File: config.mk
export PLATFORM = sky130hd
export DESIGN_NAME = fixed_to_float_pipe
export DESIGN_NICKNAME = d
export VERILOG_FILES = /design/src/rtl/fixed_to_float_pipe.sv
export SDC_FILE = /design/constraint.sdc
export NUM_CORES = 1
export LEC_CHECK = 0
export ABC_AREA = 1
export CAP_MARGIN = 20
export CORE_AREA = 2 2 136 138
export CTS_BUF_LIST = sky130_fd_sc_hd__clkbuf_4
export CTS_CLUSTER_SIZE = 14
export DETAILED_ROUTE_END_ITERATION = 8
export DIE_AREA = 0 0 138 140
export PLACE_DENSITY_LB_ADDON = 0.25
export SETUP_SLACK_MARGIN = 0.1
export SYNTH_ARGS = -nofsm -noshare
export SYNTH_HDL_FRONTEND = slang
export SYNTH_SLANG_ARGS = --single-unit
File: constraint.sdc
create_clock -name clk -period 6.14 [get_ports clk]
set_clock_uncertainty 0.2 [all_clocks]
set_input_delay 1.535 -clock clk [delete_from_list [all_inputs] [get_ports clk]]
set_output_delay 1.535 -clock clk [all_outputs]
set_load 0.1 [all_outputs]
File: src/rtl/fixed_to_float_pipe.sv
// Pipelined fixed-point to IEEE-754-style float converter.
// Three registered stages (capture, normalise, round/pack) under one global
// advance signal, so any output stall freezes the whole pipe in place.
// Ports:
//   clk, rst (sync, active-low)
//   in_valid/in_ready      input handshake
//   targetnumber           fixed-point operand, value = targetnumber * 2^-fixpointpos
//   fixpointpos            fractional bit count
//   in_signed, in_round    two's complement select, round-nearest-even select
//   out_valid/out_ready    output handshake
//   result                 {sign, exponent, mantissa}
//   out_inexact            nonzero bits were discarded
//   out_overflow           result saturated to infinity
module fixed_to_float_pipe #(
    parameter int unsigned IN_WIDTH = 32,
    parameter int unsigned EXP_W    = 8,
    parameter int unsigned MAN_W    = 23,
    localparam int unsigned POS_W   = $clog2(IN_WIDTH),
    localparam int unsigned RES_W   = 1 + EXP_W + MAN_W
) (
    input  logic                clk,
    input  logic                rst,
    input  logic                in_valid,
    output logic                in_ready,
    input  logic [IN_WIDTH-1:0] targetnumber,
    input  logic [POS_W-1:0]    fixpointpos,
    input  logic                in_signed,
    input  logic                in_round,
    output logic                out_valid,
    input  logic                out_ready,
    output logic [RES_W-1:0]    result,
    output logic                out_inexact,
    output logic                out_overflow
);

    localparam int unsigned BIAS = (1 << (EXP_W - 1)) - 1;
    localparam int unsigned EMAX = (1 << EXP_W) - 1;
    // Exponent arithmetic width: covers p - fixpointpos + BIAS + carry without wrap.
    localparam int unsigned EW   = ((EXP_W > POS_W) ? EXP_W : POS_W) + 3;
    // Bits below the leading one, padded so guard/sticky always exist.
    localparam int unsigned XW   = IN_WIDTH + MAN_W + 1;

    logic adv;
    assign adv      = !out_valid || out_ready;
    assign in_ready = adv || !rst;

    // ---------------- stage 1: capture sign and magnitude ----------------
    logic                s1_valid, s1_sign, s1_round;
    logic [IN_WIDTH-1:0] s1_mag;
    logic [POS_W-1:0]    s1_pos;
    logic                sign_c;
    logic [IN_WIDTH-1:0] mag_c;

    // Negating the most negative value wraps to 2^(IN_WIDTH-1), which is the correct magnitude.
    assign sign_c = in_signed & targetnumber[IN_WIDTH-1];
    assign mag_c  = sign_c ? (~targetnumber + IN_WIDTH'(1)) : targetnumber;

    always_ff @(posedge clk) begin
        if (!rst) begin
            s1_valid <= 1'b0;
            s1_sign  <= 1'b0;
            s1_round <= 1'b0;
            s1_mag   <= '0;
            s1_pos   <= '0;
        end else if (adv) begin
            s1_valid <= in_valid;
            s1_sign  <= sign_c;
            s1_round <= in_round;
            s1_mag   <= mag_c;
            s1_pos   <= fixpointpos;
        end
    end

    // ---------------- stage 2: normalise ----------------
    logic                 s2_valid, s2_sign, s2_round, s2_zero;
    logic [IN_WIDTH-2:0]  s2_frac;
    logic signed [EW-1:0] s2_exp;
    logic [POS_W-1:0]     lead_c;
    logic [IN_WIDTH-2:0]  frac_c;
    logic signed [EW-1:0] exp_c;

    // Leading-one index; highest set bit wins.
    always_comb begin
        lead_c = '0;
        for (int i = 0; i < IN_WIDTH; i++) begin
            if (s1_mag[i]) lead_c = POS_W'(i);
        end
    end

    // Leading one is implicit, so only the bits below it are kept.
    assign frac_c = (IN_WIDTH-1)'(s1_mag << (POS_W'(IN_WIDTH - 1) - lead_c));
    assign exp_c  = $signed(EW'(lead_c)) - $signed(EW'(s1_pos));

    always_ff @(posedge clk) begin
        if (!rst) begin
            s2_valid <= 1'b0;
            s2_sign  <= 1'b0;
            s2_round <= 1'b0;
            s2_zero  <= 1'b0;
            s2_frac  <= '0;
            s2_exp   <= '0;
        end else if (adv) begin
            s2_valid <= s1_valid;
            s2_sign  <= s1_sign;
            s2_round <= s1_round;
            s2_zero  <= (s1_mag == '0);
            s2_frac  <= frac_c;
            s2_exp   <= exp_c;
        end
    end

    // ---------------- stage 3: round and pack ----------------
    logic [XW-1:0]        ext_c;
    logic [MAN_W-1:0]     mant_c;
    logic                 guard_c, sticky_c, rup_c;
    logic [MAN_W:0]       msum_c;
    logic signed [EW-1:0] ebias_c;
    logic [RES_W-1:0]     res_c;
    logic                 inex_c, ovf_c;

    assign ext_c    = {s2_frac, {(MAN_W + 2){1'b0}}};
    assign mant_c   = ext_c[XW-1 -: MAN_W];
    assign guard_c  = ext_c[XW-1-MAN_W];
    assign sticky_c = |ext_c[XW-2-MAN_W:0];
    assign rup_c    = s2_round & guard_c & (sticky_c | mant_c[0]);
    // A carry out leaves the low MAN_W bits at zero and bumps the exponent.
    assign msum_c   = {1'b0, mant_c} + (MAN_W+1)'(rup_c);
    assign ebias_c  = s2_exp + $signed(EW'(BIAS)) + $signed(EW'(msum_c[MAN_W]));

    always_comb begin
        res_c  = '0;
        inex_c = 1'b0;
        ovf_c  = 1'b0;
        if (!s2_zero) begin
            inex_c = guard_c | sticky_c;
            if (ebias_c >= $signed(EW'(EMAX))) begin
                res_c  = {s2_sign, {EXP_W{1'b1}}, {MAN_W{1'b0}}};
                ovf_c  = 1'b1;
                inex_c = 1'b1;
            end else if (ebias_c[EW-1] || (ebias_c == '0)) begin
                // No subnormals: flush to signed zero.
                res_c  = {s2_sign, {(RES_W-1){1'b0}}};
                inex_c = 1'b1;
            end else begin
                res_c  = {s2_sign, ebias_c[EXP_W-1:0], msum_c[MAN_W-1:0]};
            end
        end
    end

    always_ff @(posedge clk) begin
        if (!rst) begin
            out_valid    <= 1'b0;
            result       <= '0;
            out_inexact  <= 1'b0;
            out_overflow <= 1'b0;
        end else if (adv) begin
            out_valid    <= s2_valid;
            result       <= s2_valid ? res_c : '0;
            out_inexact  <= s2_valid & inex_c;
            out_overflow <= s2_valid & ovf_c;
        end
    end

endmodule

==> flow_summary.toml, run 1 <==
[sta]
timing.setup.tns_ns = 0
worstMarginPinSlew_ns = 0.9810
maxSlewHeadroom = 0.3439
maxSlewViolCount = 0
fin_hold_ws_ns = 0.2682
timing.final.ws_setup_ns = 1.310
hold_viol_final = 0
setup_viol = 0
period_share = 0.7867
min_period_ns = 4.830
rsz0062_at_grt = "false"
fmax_mhz = 207.0

[global_route]
grt_pass1_vias = 6813
grt_max_degree = 55
antenna_found_initial = 1
grt-ovfl-total = 0
grt_pass1_wl_um = 34220
grtUsageTotal = 0.2148

[synthesis]
synth_area_per_cell_um2 = 6.397
ys_seq_elements = 116
yosysWarningCount = 0
synth_area_leaders = "dfxtp_1, nand3_1, nand2_1, inv_1, o21ai_0"
synth_nets = 1175
synth_area_um2 = 7171
synth_top_area_cell = "dfxtp_1"
synth-async-reset-ratio = 0
synth_top_area_frac = 0.3239
synth_edf_count = 0
syn_inst = 1121
synthFlopType = "dfxtp_1"
ys_seq_area_frac = 0.3239
ys_types = 47

[detailed_routing]
drt_wl_total_um = 20710
routed_via_density = 5.345
routed.top_layer = "met4"
vias = 7601
dr.pass1.iters = 6
wl_met3_um = 1150
drtIter0Drc = 811
drc = 0
wl_met2_um = 8836
antenna_left = 0
wire_per_inst_um = 14.56
drt-met1-wl_um = 10310

[power]
leakage_nw = 3.622
ir_drop_mv = 0.1219
power_w = 0.002256
p_per_area_nw_per_um2 = 267.6

[cts]
post_cts_buffers = 0
cts_max_level = 4
cts-resized-gates = 0
clk_latency_ns = 0.55
hold_buffers = 0
clockRootBuffer = "clkbuf_4"
clkTransAtPathRegs_ns = 0.11
cts_tree = "done"
cts_sinks = 116
numCtsBuffers = 17
clk_path_buf_depth = 2

[critical_path]
start_kind = "primary input"
path_class = "primary input to primary output"
arrival_ns = 3.10
worst-endpoint-required_ns = 4.41
cp_max_fo = 18
end_kind = "primary output"

[floorplan]
fp.dieW_um = 138
num_rows = 49
io_pins = 79
core_um2 = 17780
die_area_um2 = 19320
start_util = 0.4033
die_h_um = 140

[cells_and_area]
area_growth_pct = 17.57
fin_nets = 1233
fillers = 1894
drive_gt1_frac = 0.05956

[place]
io_buffer_count = 78
place_hpwl_um = 15090
gp_congestion = 0.9437
pre_cts_ws_ns = 1.106

[worst_hold_path]
hold_path_class = "flop to flop"

[run_status]
status = "complete, no violations"

[run]
maxCapViolCount = 0
[final timing paths]
check / from / to / cells past startpoint / slack [ns]
worst min-delay path: result[5] / result[5] / 2 / 0.27
worst max register to register: s2_frac[1] / result[29] / 22 / 2.08
worst min register to register: result[5] / result[5] / 2 / 0.27
worst max-delay path: out_ready / in_ready / 7 / 1.31
[placed cells by master, fill, tap and decap left out, types with 3 or more instances in the layout]
cell and n:
o31ai_1 11, clkbuf_4 18, clkdlybuf4s50_1 77, ha_1 10, nor2_1 75, nor4_1 6, o21ai_0 69, nand2_2 10
bufinv_16 3, nand3_1 198, buf_4 12, xnor2_1 4, xor2_1 5, o22ai_1 14, nor3b_1 6, a32o_1 4
a21oi_1 58, nand4_1 13, clkinv_1 8, o41ai_1 3, o32ai_1 12, a31oi_1 5, nand3_2 4, dfxtp_1 116
nor3_2 3, inv_1 139, nand2_1 241, nor3_1 23, o21ai_1 6, clkinvlp_4 3, o21bai_1 3, o21a_1 3
[power by group]
group	internal (W)	switching (W)	total [W]
clock	0.000284	0.000323	0.000607
combinational	0.000246	0.000510	0.000757
sequential	0.000827	0.0000659	0.000893
total	0.00136	0.000899	0.00226
[layer usage]
| metal | track usage | up-vias |
|---|---|---|
| li1 | - | 3883 |
| met1 | 0.3077 | 3428 |
| met2 | 0.3304 | 261 |
| met3 | 0.03419 | 29 |
| met4 | 0.07089 | 0 |
| met5 | 0 | - |
[worst max-delay path, stage by stage]
cell and delay, ns:
clkdlybuf4s50_1 0.40, nor2_1 0.10, buf_4 0.24, inv_1 0.25, nor2_4 0.19, clkinv_1 0.17, buf_12 0.20
[cell usage after synthesis, types with 4 or more instances]
cell type	number
nor2_1	76
nor3_1	23
a32o_1	4
nand4_1	13
buf_2	12
nand2_1	241
o21ai_0	69
inv_1	139
nand3_1	198
xnor2_1	4
nand3_2	4
clkinv_1	5
nor3b_1	6
clkbuf_1	30
nand2_2	10
ha_1	10
a31oi_1	5
o32ai_1	12
a21oi_1	59
o22ai_1	14
nor4_1	6
o21ai_1	6
buf_1	4
o31ai_1	11
xor2_1	5
dfxtp_1	116
[logic make-up (layout without fill, tap and decap cells)]
| family | Yosys count | count (layout) | synth area share |
|---|---|---|---|
| buffers and inverters | 198 | 269 | 0.1105 |
| DFF | 116 | 116 | 0.3239 |
| and+or+nand+nor | 587 | 587 | 0.3703 |
| xor gates and xnor gates | 9 | 9 | 0.01099 |
| adders and majority gates | 11 | 11 | 0.02024 |
| other | 0 | 1 | 0 |
| AOI/OAI and AO/OA | 200 | 200 | 0.1642 |
[per-stage QoR]
step | area, µm² | instances | util
after floorplan | 7171 | 1121 | -
after global placement | 8105 | 1388 | 0.4559
after detailed placement | 8105 | 1388 | 0.4559
after CTS | 8401 | 1420 | 0.4725
after global routing | 8431 | 1422 | 0.4742
final | 8431 | 1422 | 0.4742
[flip-flops by register name (all words and copies together) (netlist names), 5 cells and up]
register and flops:
s2_exp 6, s1_pos 5, result 32, s2_frac 31, s1_mag 32
[final cells by class]
cell class,instances,area [µm²],area share
Clock inverter,14,160.2,0.01900
Clock buffer,18,135.1,0.01603
Inverter,146,548.0,0.06500
Timing Repair Buffer,91,908.4,0.1077
Tap cell,229,286.5,0.03399
Multi-Input combinational cell,807,4068,0.4825
Antenna cell,1,2.502,0.0002968
Sequential cell,116,2322,0.2755
Note: power is estimated with default switching activity, not from simulation.
==> run 2: changes to the inputs <==
clock period = 4.1 ns   (was 6.14 ns; I/O delays follow)
==> flow_summary.toml, run 2 (synthesized netlist as in run 1, its figures left out) <==
[power]
switching_share = 0.3969
seqPwrFrac = 0.391
p_sw_w = 0.001360
leakage_nw = 3.807
combPwrFrac = 0.342
clock_power_share = 0.268
power_w = 0.003427
p_int_w = 0.002067
ir_drop_mv = 0.1709
p_per_area_nw_per_um2 = 391.2

[critical_path]
critPathMaxStageDelay_ns = 0.34
critPathSlowestCell = "dfxtp_2"
end_kind = "flop"
worst-endpoint-required_ns = 4.35
path_class = "flop to flop"
crit_path_frequent_cell = "nand4_1"
crit_chain = "inv_2 -> nand4_1 -> nor4_2 -> a211oi_1 -> ha_2 -> nand3_2 -> nor2_1 -> inv_1 -> nor2_2 -> inv_2 -> nor3_4 -> nand4_1 -> nor4_4 -> nand4_1 -> nor2_2 -> and3_4 -> nand2_4 -> ha_4 -> ha_4 -> nand3_4 -> o21ai_1 -> a32o_1"
cp_max_fo = 3
start_kind = "flop"
arrival_ns = 4.04

[global_route]
grt-ovfl-total = 0
grt_pass1_vias = 6943
antenna_found_initial = 1
grt_pass1_wl_um = 35110
grtUsageTotal = 0.2200
grt_max_degree = 55

[floorplan]
num_rows = 49
core_um2 = 17780
die_area_um2 = 19320
start_util = 0.4033
io_pins = 79
fp.dieW_um = 138
die_h_um = 140

[sta]
min_period_ns = 3.788
fmax_mhz = 264.0
rsz0062_at_grt = "true"
hold_viol_final = 0
period_share = 0.9238
timing.setup.tns_ns = 0
maxSlewViolCount = 0
maxSlewHeadroom = 0.3522
worstMarginPinSlew_ns = 0.9686
timing.final.ws_setup_ns = 0.3124
setup_viol = 0

[place]
pre_cts_ws_ns = -0.1727
gp_congestion = 0.8979
place_hpwl_um = 15460
io_buffer_count = 78

[detailed_routing]
antenna_left = 0
wire_per_inst_um = 14.62
drt_wl_total_um = 21230
routed_via_density = 5.329
drtIter0Drc = 683
drc = 0
dr.pass1.iters = 5
vias = 7738

[run_status]
status = "complete, no violations"

[cts]
cts_sinks = 116
clk_latency_ns = 0.56
hold_buffers = 0
clkTransAtPathRegs_ns = 0.11
cts_max_level = 4
clk_path_buf_depth = 2
numCtsBuffers = 17
cts_tree = "done"
clockRootBuffer = "clkbuf_4"

[cells_and_area]
fin_nets = 1263
mostFrequentLayoutCell = "nand2_1"
final_cell_mix = "nand2_1, nand3_1, inv_1, dfxtp_1, clkdlybuf4s50_1"
drive_gt1_frac = 0.1015
multiInputGateArea_um2 = 4173
regArea_um2 = 2326
area_growth_pct = 22.18
largest_registers = "result (32), s1_mag (32), s2_frac (31)"
fillers = 1863

[run]
maxCapViolCount = 0

[worst_hold_path]
hold_path_class = "flop to flop"
==> run 2: final timing paths <==
path / cells after the start / startpoint / slack [ns] / end
max: 22 / s2_frac[0] / 0.31 / result[29]
min reg2reg: 2 / out_overflow / 0.25 / out_overflow
min: 2 / out_overflow / 0.25 / out_overflow
max reg2reg: 22 / s2_frac[0] / 0.31 / result[29]
==> run 2: power by group through the flow <==
stage               logic, W  registers [W]  clock network, W
floorplan           0.000773        0.00139                 0
global route         0.00132        0.00135          0.000989
finish               0.00117        0.00134          0.000918
CTS                  0.00113        0.00133          0.000938
detailed placement   0.00113        0.00136                 0
global placement     0.00112        0.00135                 0
==> run 2: per-layer routing <==
metal | global-route usage | vias up | wire, µm
li1 | - | 3954 | -
met2 | 0.3351 | 283 | 9142
met4 | 0.06713 | 0 | 446
met3 | 0.04308 | 23 | 1572
met5 | 0 | - | 0
met1 | 0.3147 | 3478 | 10070
==> run 2: cell type report <==
type,instances,share of cell area
antenna,1,0.0002856
clock buffer,19,0.01628
clock inverter,13,0.01799
inverter,146,0.06255
multi-input combinational,807,0.4763
sequential,116,0.2655
tap,229,0.03270
timing repair buffer,121,0.1284
==> run 2: repair_timing <==
item | CTS | global route
setup endpoints to repair | 0 | 15
gates resized for setup | 0 | 32
buffers inserted | 0 | 4
==> run 2: worst max-delay path, delay by kind of cell, from the launching register on <==
kind / cells / cell delay, ns
flip-flops: 1 / 0.34
buffers and inverters: 3 / 0.17
AND/OR/NAND/NOR: 13 / 1.87
adder cells (fa/ha/maj): 3 / 0.57
AO/OA/AOI/OAI: 3 / 0.52
==> run 2: stage by stage <==
stage               utilization  cells  cell area (µm²)  hold slack, ns
detailed placement       0.4673   1415             8308          0.2378
global route             0.4928   1452             8761          0.2866
floorplan                     -   1121             7171          0.2279
global placement         0.4673   1415             8308          0.2343
CTS                      0.4842   1447             8608          0.2553
finish                   0.4928   1452             8761          0.2492
